**src/rtl/lcd1602_rx.sv**
```systemverilog
// Receiver for an HD44780/LCD1602 8-bit write bus: decodes command and data
// writes into a 16x2 character shadow plus display-control state.
module lcd1602_rx #(
  parameter logic [7:0]  CLR_CHAR    = 8'h20,
  parameter int unsigned MIN_EN_HIGH = 1
) (
  input  logic       sys_clk,
  input  logic       sys_rst,
  input  logic       lcd_rs,
  input  logic       lcd_rw,
  input  logic       lcd_en,
  input  logic [7:0] lcd_data,
  input  logic [4:0] rd_addr,
  output logic [7:0] rd_char,
  output logic [6:0] ac,
  output logic       disp_on,
  output logic       cursor_on,
  output logic       blink_on,
  output logic       two_line,
  output logic       busy,
  output logic       wr_strobe,
  output logic [7:0] err_cnt
);

  localparam logic [15:0] MIN_CNT = 16'(MIN_EN_HIGH);

  typedef enum logic [0:0] {
    S_CLEAR = 1'b0,
    S_IDLE  = 1'b1
  } state_t;

  // Input stage
  logic        in_rs_q, in_rw_q, in_en_q;
  logic [7:0]  in_data_q;
  logic        lat_rs_q, lat_rw_q, lat_rs_d, lat_rw_d;
  logic [7:0]  lat_data_q, lat_data_d;
  logic [15:0] en_cnt_q, en_cnt_d;
  logic        strobe;

  // Control state
  state_t      state_q, state_d;
  logic [4:0]  idx_q, idx_d;
  logic        busy_q, busy_d;
  logic [6:0]  ac_q, ac_d;
  logic        inc_q, inc_d;
  logic        cg_mode_q, cg_mode_d;
  logic        disp_on_q, disp_on_d;
  logic        cursor_on_q, cursor_on_d;
  logic        blink_on_q, blink_on_d;
  logic        two_line_q, two_line_d;
  logic        wr_strobe_q, wr_strobe_d;
  logic [7:0]  err_cnt_q, err_cnt_d;
  logic [7:0]  rd_char_q, rd_char_d;

  // Shadow write port
  logic [7:0]  shadow_q [32];
  logic        wr_en;
  logic [4:0]  wr_idx;
  logic [7:0]  wr_val;

  // DDRAM address step: row 0 spans 0x00-0x27, row 1 spans 0x40-0x67.
  function automatic logic [6:0] ac_step(input logic [6:0] a, input logic up);
    logic [6:0] r;
    if (up) begin
      case (a)
        7'h27:   r = 7'h40;
        7'h67:   r = 7'h00;
        default: r = a + 7'd1;
      endcase
    end else begin
      case (a)
        7'h40:   r = 7'h27;
        7'h00:   r = 7'h67;
        default: r = a - 7'd1;
      endcase
    end
    return r;
  endfunction

  // A strobe is a falling registered en after a long-enough high phase;
  // the latched bus fields are those of the last en-high cycle.
  always_comb begin
    en_cnt_d   = 16'd0;
    lat_rs_d   = lat_rs_q;
    lat_rw_d   = lat_rw_q;
    lat_data_d = lat_data_q;
    if (in_en_q) begin
      en_cnt_d   = (en_cnt_q == MIN_CNT) ? en_cnt_q : en_cnt_q + 16'd1;
      lat_rs_d   = in_rs_q;
      lat_rw_d   = in_rw_q;
      lat_data_d = in_data_q;
    end
    strobe = !in_en_q && (en_cnt_q == MIN_CNT);
  end

  always_comb begin
    state_d     = state_q;
    idx_d       = idx_q;
    busy_d      = busy_q;
    ac_d        = ac_q;
    inc_d       = inc_q;
    cg_mode_d   = cg_mode_q;
    disp_on_d   = disp_on_q;
    cursor_on_d = cursor_on_q;
    blink_on_d  = blink_on_q;
    two_line_d  = two_line_q;
    err_cnt_d   = err_cnt_q;
    wr_strobe_d = 1'b0;
    wr_en       = 1'b0;
    wr_idx      = idx_q;
    wr_val      = CLR_CHAR;
    rd_char_d   = shadow_q[rd_addr];

    case (state_q)
      S_CLEAR: begin
        wr_en = 1'b1;
        if (idx_q == 5'd31) begin
          state_d = S_IDLE;
          busy_d  = 1'b0;
          idx_d   = 5'd0;
        end else begin
          idx_d = idx_q + 5'd1;
        end
        if (strobe && !lat_rw_q && err_cnt_q != 8'hFF) begin
          err_cnt_d = err_cnt_q + 8'd1;
        end
      end

      S_IDLE: begin
        if (strobe && !lat_rw_q) begin
          if (!lat_rs_q) begin
            casez (lat_data_q)
              8'b1???????: begin
                ac_d      = lat_data_q[6:0];
                cg_mode_d = 1'b0;
              end
              8'b01??????: cg_mode_d = 1'b1;
              8'b001?????: two_line_d = lat_data_q[3];
              8'b0001????: ; // cursor/display shift has no shadow effect
              8'b00001???: begin
                disp_on_d   = lat_data_q[2];
                cursor_on_d = lat_data_q[1];
                blink_on_d  = lat_data_q[0];
              end
              8'b000001??: inc_d = lat_data_q[1];
              8'b0000001?: ac_d = 7'h00;
              8'b00000001: begin
                ac_d    = 7'h00;
                inc_d   = 1'b1;
                state_d = S_CLEAR;
                idx_d   = 5'd0;
                busy_d  = 1'b1;
              end
              default: ;
            endcase
          end else begin
            if (!cg_mode_q) begin
              if (ac_q[6:4] == 3'b000) begin
                wr_en       = 1'b1;
                wr_idx      = {1'b0, ac_q[3:0]};
                wr_val      = lat_data_q;
                wr_strobe_d = 1'b1;
              end else if (ac_q[6:4] == 3'b100) begin
                wr_en       = 1'b1;
                wr_idx      = {1'b1, ac_q[3:0]};
                wr_val      = lat_data_q;
                wr_strobe_d = 1'b1;
              end
            end
            ac_d = ac_step(ac_q, inc_q);
          end
        end
      end

      default: begin
        state_d = S_CLEAR;
        idx_d   = 5'd0;
        busy_d  = 1'b1;
      end
    endcase
  end

  always_ff @(posedge sys_clk) begin
    if (sys_rst) begin
      in_rs_q     <= 1'b0;
      in_rw_q     <= 1'b0;
      in_en_q     <= 1'b0;
      in_data_q   <= 8'h00;
      lat_rs_q    <= 1'b0;
      lat_rw_q    <= 1'b0;
      lat_data_q  <= 8'h00;
      en_cnt_q    <= 16'd0;
      state_q     <= S_CLEAR;
      idx_q       <= 5'd0;
      busy_q      <= 1'b1;
      ac_q        <= 7'h00;
      inc_q       <= 1'b1;
      cg_mode_q   <= 1'b0;
      disp_on_q   <= 1'b0;
      cursor_on_q <= 1'b0;
      blink_on_q  <= 1'b0;
      two_line_q  <= 1'b0;
      wr_strobe_q <= 1'b0;
      err_cnt_q   <= 8'h00;
      rd_char_q   <= 8'h00;
    end else begin
      in_rs_q     <= lcd_rs;
      in_rw_q     <= lcd_rw;
      in_en_q     <= lcd_en;
      in_data_q   <= lcd_data;
      lat_rs_q    <= lat_rs_d;
      lat_rw_q    <= lat_rw_d;
      lat_data_q  <= lat_data_d;
      en_cnt_q    <= en_cnt_d;
      state_q     <= state_d;
      idx_q       <= idx_d;
      busy_q      <= busy_d;
      ac_q        <= ac_d;
      inc_q       <= inc_d;
      cg_mode_q   <= cg_mode_d;
      disp_on_q   <= disp_on_d;
      cursor_on_q <= cursor_on_d;
      blink_on_q  <= blink_on_d;
      two_line_q  <= two_line_d;
      wr_strobe_q <= wr_strobe_d;
      err_cnt_q   <= err_cnt_d;
      rd_char_q   <= rd_char_d;
    end
  end

  // Shadow storage carries no reset; the reset-time clear fills it.
  always_ff @(posedge sys_clk) begin
    if (wr_en && !sys_rst) begin
      shadow_q[wr_idx] <= wr_val;
    end
  end

  assign rd_char   = rd_char_q;
  assign ac        = ac_q;
  assign disp_on   = disp_on_q;
  assign cursor_on = cursor_on_q;
  assign blink_on  = blink_on_q;
  assign two_line  = two_line_q;
  assign busy      = busy_q;
  assign wr_strobe = wr_strobe_q;
  assign err_cnt   = err_cnt_q;

endmodule
```
**config.mk**
```make
export PLATFORM = sky130hd
export DESIGN_NAME = lcd1602_rx
export DESIGN_NICKNAME = d
export VERILOG_FILES = /design/src/rtl/lcd1602_rx.sv
export SDC_FILE = /design/constraint.sdc
export NUM_CORES = 1
export LEC_CHECK = 0
export CORE_ASPECT_RATIO = 0.8
export CORE_UTILIZATION = 60
export DETAILED_ROUTE_END_ITERATION = 10
export PLACE_DENSITY = 0.82
export SETUP_SLACK_MARGIN = 0.3
export SKIP_LAST_GASP = 1
export SYNTH_ARGS = -nofsm -noshare
export SYNTH_HDL_FRONTEND = slang
export SYNTH_SLANG_ARGS = --single-unit
```
**constraint.sdc**
```tcl
create_clock -name sys_clk -period 3.3 [get_ports sys_clk]
set_input_delay 0.33 -clock sys_clk [delete_from_list [all_inputs] [get_ports sys_clk]]
set_output_delay 0.33 -clock sys_clk [all_outputs]
set_load 0.02 [all_outputs]
```
Word level (Yosys, flattened, before mapping):

Memories as Yosys holds them, arrays and structs flattened. A register that Yosys moved wholly into a read port is not among the register bits.
Cells that the tools add are included.

* add/sub/neg operators: 5
* bitwise operators: 3
* reductions and logical operators: 23
* muxes and demuxes: 42
* eq/ne operators: 17

Operators with widths (number)
* $mux W5: 10
* $mux W8: 6
* $pmux W7 S2: 3
* $reduce_and A4 Y1: 5
* $add A16 B1 Y16 const B: 1
* $eq A16 B1 Y1 const B: 1
* $mux W1: 15
* $eq A7 B7 Y1 const B: 2
* $mux W7: 2
* $pmux W1 S2: 5
* $pmux W5 S2: 1
* $add A8 B1 Y8 const B: 1
* $eq A8 B1 Y1 const B: 1
* $ne A8 B8 Y1 const B: 1
* $add A7 B1 Y7 const B: 1
* $eq A7 B1 Y1 const B: 1
* $eq A7 B6 Y1 const B: 1
* $logic_not A7 Y1: 1
* $sub A7 B1 Y7 const B: 1
* $eq A6 B1 Y1 const B: 1
* $reduce_and A3 Y1: 2
* $reduce_or A2 Y1: 3
* $add A5 B1 Y5 const B: 1
* $eq A5 B1 Y1 const B: 1
* 13 further kinds: 23

* bits in writable memories: 256
* register bits after elaboration: 66
* output and inout bits: 29
* memories kept: 1
* input port bits: 18

Memory list
* shadow_q: words 32, bits a word 8, rd ports 1, clocked after Yosys merged registers in 1, wr ports 1, RTL line 56 `logic [7:0] shadow_q [32];`

Longest topological paths before layout:

Gate-level depths: netlist (run 1).

* word-level depth: 10
* mapped depth: 8

Worst setup path after synthesis (run 1):

OpenSTA, ideal clock, no wires.

* kind: reg2reg
* start: register en_cnt_q[0]
* end: memory shadow_q[8][0] (enable)
* path slack: 838 ps
* buffers on the path: 1
* data required time: 2930 ps
* clock period less this slack: 2462 ps
* cell stages (with the launch flop): 8
* arrival time: 2092 ps
* setup time: 370 ps
* cells stage by stage: dfxtp_1 ha_1 nor4b_4 nand4_4 nor3_2 clkbuf_1 a31oi_1 nor2_1

* longest elaborated chain between the ends: 8

RTL lines
* from (decl): RTL line 37 `logic [15:0] en_cnt_q, en_cnt_d;`
* from (signal assigned): RTL line 214 `en_cnt_q <= en_cnt_d;`
* $eq A16 B1 Y1 (*): RTL line 93 `strobe = !in_en_q && (en_cnt_q == MIN_CNT);`
* $logic_and A1 B1 Y1 (*): RTL line 93
* $logic_and A1 B1 Y1 (*): RTL line 130 `if (strobe && !lat_rw_q) begin`
* $mux W1
* $pmux W1 S2: RTL line 114 `case (state_q)`
* $logic_and A1 B1 Y1: RTL line 233 `if (wr_en && !sys_rst) begin`
* $mux W1: RTL line 233
* $mux W1 (not written as such): RTL line 234 `shadow_q[wr_idx] <= wr_val;`
* to (decl): RTL line 56

Mark *: on every way between the ends. The rest lies on a longest branch, timed or not.

Final worst setup path (run 1):

* start: register en_cnt_q[0]
* end: memory shadow_q[16][0] (enable)

Same word-level chain as after synthesis.

==> metrics, run 1 <==
CP Data Arrival Time 3.10 ns; startpoint of the worst register-to-register path en_cnt_q[0]; Commonest cells post-synth 256 x sky130_fd_sc_hd__edfxtp_1, 101 x sky130_fd_sc_hd__nor2_1, 74 x sky130_fd_sc_hd__dfxtp_1; switching power summed over all nets 0.001685 W; overall die width 171.1 um; cell at the slowest stage of the critical path sky130_fd_sc_hd__nor2_2; number of diodes added for antenna fixing 0; outcome complete, no violations; endpoint with the worst hold slack in_data_q[7]; Crit path max-delay family simple AND/OR/NAND/NOR gates; effective utilization at floorplan 61.15%; Num Clock Sinks 330; count of final max-slew check failures 0; endpoint of the worst register-to-register path shadow_q[16][0]; cell area after placement 14730 um2; count of distinct cell types in the synthesized netlist 62; total leakage power 5.623 nW; worst-case clock buffer depth 3; number of storage elements in the synthesis netlist 330; Worst Tran Pin Value 0.8380 ns; area of the multi-input gates 4327 um2; GR Overflow Total 0; crit path cell chain ha_1 > nor4b_4 > nand4_4 > buf_4 > nor4_1 > o21bai_1 > nor2_2; insertion delay to the later sink of the worst-skew pair 0.55 ns; I/O Buffers 46; Area growth, synth to finish 14.98%; I/O Pins 47; share of total power consumed by net switching 20.31%; average via count per standard cell 6.320; wire length per cell after detailed routing 23.37 um; Mapped Nets 945; number of vias after detailed routing 8387; detailed-router iteration count before antenna repair 7; area share of the largest cell type after synthesis 56.03%; sequential area share after synthesis 66.82%; first-pass GRT wire length 47240 um; dominant register cell in the synthesized netlist sky130_fd_sc_hd__edfxtp_1; number of instances in the synthesized netlist 919; Crit Path Category reg -> reg; CP peak stage delay 0.50 ns; TritonCTS clock tree built; Combinational Power Share 3.9%; Worst Path Max Fanout 11; leading post-synthesis cells by cell area sky130_fd_sc_hd__edfxtp_1 56%, sky130_fd_sc_hd__dfxtp_1 11%, sky130_fd_sc_hd__mux4_2 8.5%; share of total power in sequential cells 54.0%; RSZ-0062 raised after global routing yes; CTS H-tree depth 1; worst vdd rail ir drop 0.4005 mV; maximum number of pins on one net before global-route repair 51; core region area 22440 um2; Starting DRT DRC Count 977; gpl congestion 0.9266; power per cell area 526.0 nW/um2; Hold Startpoint lcd_data[7]; min cycle time layout 2.924 ns; TritonCTS buffer count 30; synthesized area 13720 um2; count of warnings emitted by yosys 0; number of standard-cell rows in the floorplan 49; R2R Setup Slk 0.38 ns; fin crit share 88.62%; worst clock skew 0.02021 ns; Worst slew margin 44.02%; Clock Pin Slew Worst Setup and Hold Paths 0.06 ns; FILL cells 1454; synthesized area per cell 14.93 um2; final hold violations 0; number of max-cap violations 0; worst hold path depth 2; cell type with the largest total area after synthesis sky130_fd_sc_hd__edfxtp_1; net total in the final layout 1023; initial antenna violation count 0; kind of path behind the tightest hold check in -> reg; EDFF count, synth 256; post-detailed-route DRC marker count 0; FF/Latch Area 9169 um2; Data required, critical path 3.48 ns; proportion of register bits with asynchronous set or reset after synthesis 0%; cell with the most instances after synthesis sky130_fd_sc_hd__edfxtp_1; detailed-placement wirelength estimate 19150 um; endpoint class of the critical path flop; Setup-failing EPs final 0; root buffer selected by CTS sky130_fd_sc_hd__clkbuf_16; share of post-route cells with drive strength above 1 18.32%; cell-internal power 0.006613 W; clock share of power 42.1%; all-layer global routing usage 27.22%; cell area after layout 15780 um2; worst path buffer plus inverter count 1; total negative slack 0 ns; full die area 23480 um2; kind of launch point of the worst setup path flop; die extent in y 137.3 um; Routed Wire Length 31010 um; vias in the first global route 7864; count of antenna-violating nets left after detailed routing 0; depth of the worst register-to-register path 7; achievable frequency 0.3420 GHz
[metrics by stage]
stage,instances,hold slack [ns],total power (W),setup slack (ns),util [%]
finish,1327,0.3286,0.008298,0.3757,70.31
global route,1327,0.3392,0.008514,0.1816,70.31
CTS,1324,0.3189,0.008322,0.2818,70.13
detailed placement,1268,0.4586,0.004885,0.2923,65.65
global placement,1268,0.4448,0.004875,0.3925,65.65
floorplan,919,0.4408,0.004777,0.8376,-
[power by group through the flow]
stage	combinational [W]	clock (W)	sequential (W)
floorplan	0.000210	0	0.00457
global placement	0.000306	0	0.00457
detailed placement	0.000314	0	0.00457
CTS	0.000319	0.00352	0.00448
global route	0.000346	0.00369	0.00448
finish	0.000322	0.00349	0.00448
[routing by layer]
layer | vias up | track usage [%] | routed length (um)
met3 | 58 | 4.280 | 2955
met1 | 4171 | 41.93 | 13230
met5 | - | 0 | 0
met2 | 466 | 40.72 | 14200
met4 | 0 | 7.143 | 628
li1 | 3692 | - | -
[worst max-delay path by stage]
| stage | from | endpoint | cells after the start |
|---|---|---|---|
| floorplan | en_cnt_q[0] | shadow_q[8][0] | 7 |
| CTS | en_cnt_q[0] | shadow_q[13][6] | 7 |
| global route | en_cnt_q[0] | shadow_q[16][5] | 7 |
| finish | en_cnt_q[0] | shadow_q[16][0] | 7 |
| detailed placement | en_cnt_q[0] | shadow_q[2][2] | 7 |
| global placement | en_cnt_q[0] | shadow_q[31][2] | 6 |
[cell usage in the layout, fill, tap and decap left out, drive strengths merged, types with 4 or more instances in the layout]
cell	instances
a211o	7
a21oi	19
a22o	12
a22oi	16
a32o	6
and2	11
and3	7
buf	57
bufinv	4
clkbuf	34
clkdlybuf4s50	43
clkinv	13
dfxtp	74
edfxtp	256
ha	8
inv	11
mux2	16
mux2i	37
mux4	52
nand2	39
nand2b	9
nand3	15
nand4	8
nor2	101
nor2b	33
nor3	20
nor3b	5
nor4	10
o21ai	14
o22ai	8
o31ai	4
or3	4
xnor2	8
xor2	19
[sequential cells by signal (all words and copies together), names as in the netlist, 5 cells and up]
name        cells
in_data_q       8
rd_char         8
lat_data_q      8
en_cnt_q       16
ac              7
err_cnt         8
shadow_q      256
idx_q           5
[logic make-up after synthesis]
| kind of cell | after synthesis | synth area share [%] |
|---|---|---|
| XOR/XNOR | 27 | 1.724 |
| adder cells (fa/ha/maj) | 8 | 0.7296 |
| buffers and inverters | 63 | 1.888 |
| AND/OR/NAND/NOR | 274 | 10.37 |
| AO/OA/AOI/OAI | 112 | 5.919 |
| multiplexers | 105 | 12.55 |
| flip-flops | 330 | 66.82 |
[cell type report]
cell class | count | share of cell area (%)
repair buffers | 100 | 5.504
clock inverters | 22 | 1.324
well taps | 306 | 2.427
inverters | 9 | 0.2141
multi-input cells | 526 | 27.42
flip-flops and latches | 330 | 58.12
clock buffers | 34 | 4.988
[what timing repair did]
| item | CTS | global route |
|---|---|---|
| pin swaps | 1 | 0 |
| hold buffers | 0 | 0 |
| setup endpoints to repair | 41 | 64 |
| endpoints found under the hold margin | 0 | 0 |
| setup buffers | 0 | 3 |
| resized for setup | 4 | 6 |
| cloned | 0 | 0 |
Power figures use the tool's default switching activity.
==> run 2: changes to the inputs <==
Clock period 3.3 ns to 2.7 ns, I/O delays scaled along.
==> run 2 against run 1 <==
Net effect: power is 23% higher; clock skew is 0.0086 ns lower; global-route usage rose by 0.56 points; worst hold slack lost 0.16 ns; die area did not move; final cell count up 0.53%; maximum frequency is 22% higher; via count is 1.3% higher; count of clock-buffer cells in the layout rose by 9; combinational power is 37% higher; critical path type unchanged; core utilization up 2.6 points; sequential share of layout area shrank 2.0 points.
==> metrics, run 2 (same netlist as run 1, synthesis figures left out) <==
net total in the final layout 1030; kind of launch point of the worst setup path flop; insertion delay to the later sink of the worst-skew pair 0.56 ns; Crit Path Category reg -> reg; Data required, critical path 2.97 ns; Setup-failing EPs final 0; total negative slack 0 ns; endpoint class of the critical path flop; fin crit share 88.44%; register containing the most flip-flops in the final layout shadow_q; root buffer selected by CTS sky130_fd_sc_hd__clkbuf_16; crit path cell chain inv_2 > ha_4 > nor4b_4 > nand4_4 > nor3_4 > buf_4 > buf_16 > a31oi_2 > nor2_1 > buf_6; overall die width 171.1 um; post-detailed-route DRC marker count 0; TritonCTS buffer count 30; worst-case clock buffer depth 3; number of vias after detailed routing 8497; core region area 22440 um2; power per cell area 625.6 nW/um2; gpl congestion 0.8539; effective utilization at floorplan 61.15%; number of diodes added for antenna fixing 0; total leakage power 5.764 nW; worst path buffer plus inverter count 4; first-pass GRT wire length 47690 um; full die area 23480 um2; CTS H-tree depth 1; average via count per standard cell 6.370; Worst Tran Pin Value 0.7186 ns; worst clock skew 0.01164 ns; setup slack after layout 0.3122 ns; cell at the slowest stage of the critical path sky130_fd_sc_hd__dfxtp_2; worst hold path depth 2; CTS Hold Bufs 0; worst vdd rail ir drop 0.9213 mV; WP depth 10; count of final max-slew check failures 0; CP peak stage delay 0.33 ns; die extent in y 137.3 um; Worst Path Max Fanout 12; maximum number of pins on one net before global-route repair 48; count of antenna-violating nets left after detailed routing 0; Crit path max-delay family simple AND/OR/NAND/NOR gates; flip-flop count of the largest register after layout 256; Worst slew margin 51.77%; Area growth, synth to finish 19.26%; TritonCTS clock tree built; GR Overflow Total 0; achievable frequency 0.4188 GHz; Clock Pin Slew Worst Setup and Hold Paths 0.07 ns; number of standard-cell rows in the floorplan 49; RSZ-0062 raised after global routing yes; Routed Wire Length 32290 um; detailed-router iteration count before antenna repair 5; I/O Buffers 46; Num Clock Sinks 330; wire length per cell after detailed routing 24.21 um; Starting DRT DRC Count 925; all-layer global routing usage 27.78%; vias in the first global route 8085; depth of the worst register-to-register path 10; largest registers in the final layout shadow_q (256), en_cnt_q (16); worst slack, placed 0.08636 ns; top library cells by usage in the layout, fill and taps aside 256 x sky130_fd_sc_hd__edfxtp_1, 76 x sky130_fd_sc_hd__nor2_1, 71 x sky130_fd_sc_hd__dfxtp_1; min cycle time layout 2.388 ns; initial antenna violation count 0; outcome complete, no violations; CP Data Arrival Time 2.66 ns; number of max-cap violations 0; most frequent standard cell in the layout excluding fill and tap cells sky130_fd_sc_hd__edfxtp_1; I/O Pins 47; final hold violations 0; share of post-route cells with drive strength above 1 23.05%; kind of path behind the tightest hold check in -> reg; detailed-placement wirelength estimate 19310 um
-- run 2: cell count changes in the layout (fill, tap and decap cells not counted), sizes merged --
cell      previous run  this run
clkinv              13         8
clkbuf              34        43
inv                 11        10
bufinv               4         3
buf                 57        64
clkinvlp             3         1
-- run 2: final timing paths --
| check | endpoint | startpoint | slack (ns) |
|---|---|---|---|
| worst max-delay path | shadow_q[30][3] | en_cnt_q[1] | 0.31 |
| worst min-delay path | wr_strobe | sys_rst | 0.17 |
| worst max register to register | shadow_q[30][3] | en_cnt_q[1] | 0.31 |
| worst min register to register | lat_data_q[4] | in_data_q[4] | 0.48 |
-- run 2: where the power goes --
part | total, W | internal, W | switching (W)
sequential | 0.00548 | 0.00544 | 0.0000352
clock | 0.00432 | 0.00251 | 0.00181
combinational | 0.000441 | 0.000183 | 0.000258
-- run 2: repair_timing --
item,in CTS,in global routing
pin swaps,9,13
setup endpoints to repair,186,289
cloned,2,0
gates resized for setup,17,54
setup buffers,8,4
-- run 2: per-stage QoR --
step / util, % / cell area, um2 / power, W / hold slack (ns) / cells
after floorplan: - / 13780 / 0.005844 / 0.3982 / 919
after global placement: 66.05 / 14820 / 0.005980 / 0.4465 / 1264
after detailed placement: 66.05 / 14820 / 0.005991 / 0.4634 / 1264
after CTS: 71.66 / 16080 / 0.01023 / 0.1337 / 1330
after global routing: 72.92 / 16360 / 0.01046 / 0.1710 / 1334
final: 72.92 / 16360 / 0.01024 / 0.1672 / 1334
-- run 2: final cells by class --
class                           instances  area, um2
Timing Repair Buffer                  107       1112
Clock buffer                           43      862.1
Fill cell                            1350       6076
Inverter                                9      33.78
Multi-Input combinational cell        526       4652
Sequential cell                       330       9175
Tap cell                              306      382.9
Clock inverter                         13      145.1
-- run 2: routing by layer --
metal | vias up | track usage (%) | wire, um
met1 | 4228 | 41.11 | 13260
met3 | 80 | 4.252 | 3037
met4 | 0 | 7.044 | 898
met2 | 485 | 43.74 | 15100
li1 | 3704 | - | -
met5 | - | 0 | 0
==> run 3: changes to the inputs <==
Settings changed: CTS_CLUSTER_DIAMETER set to 80.
==> results of run 3 <==
Final layout, timing and power as in run 2 (identical DEF).
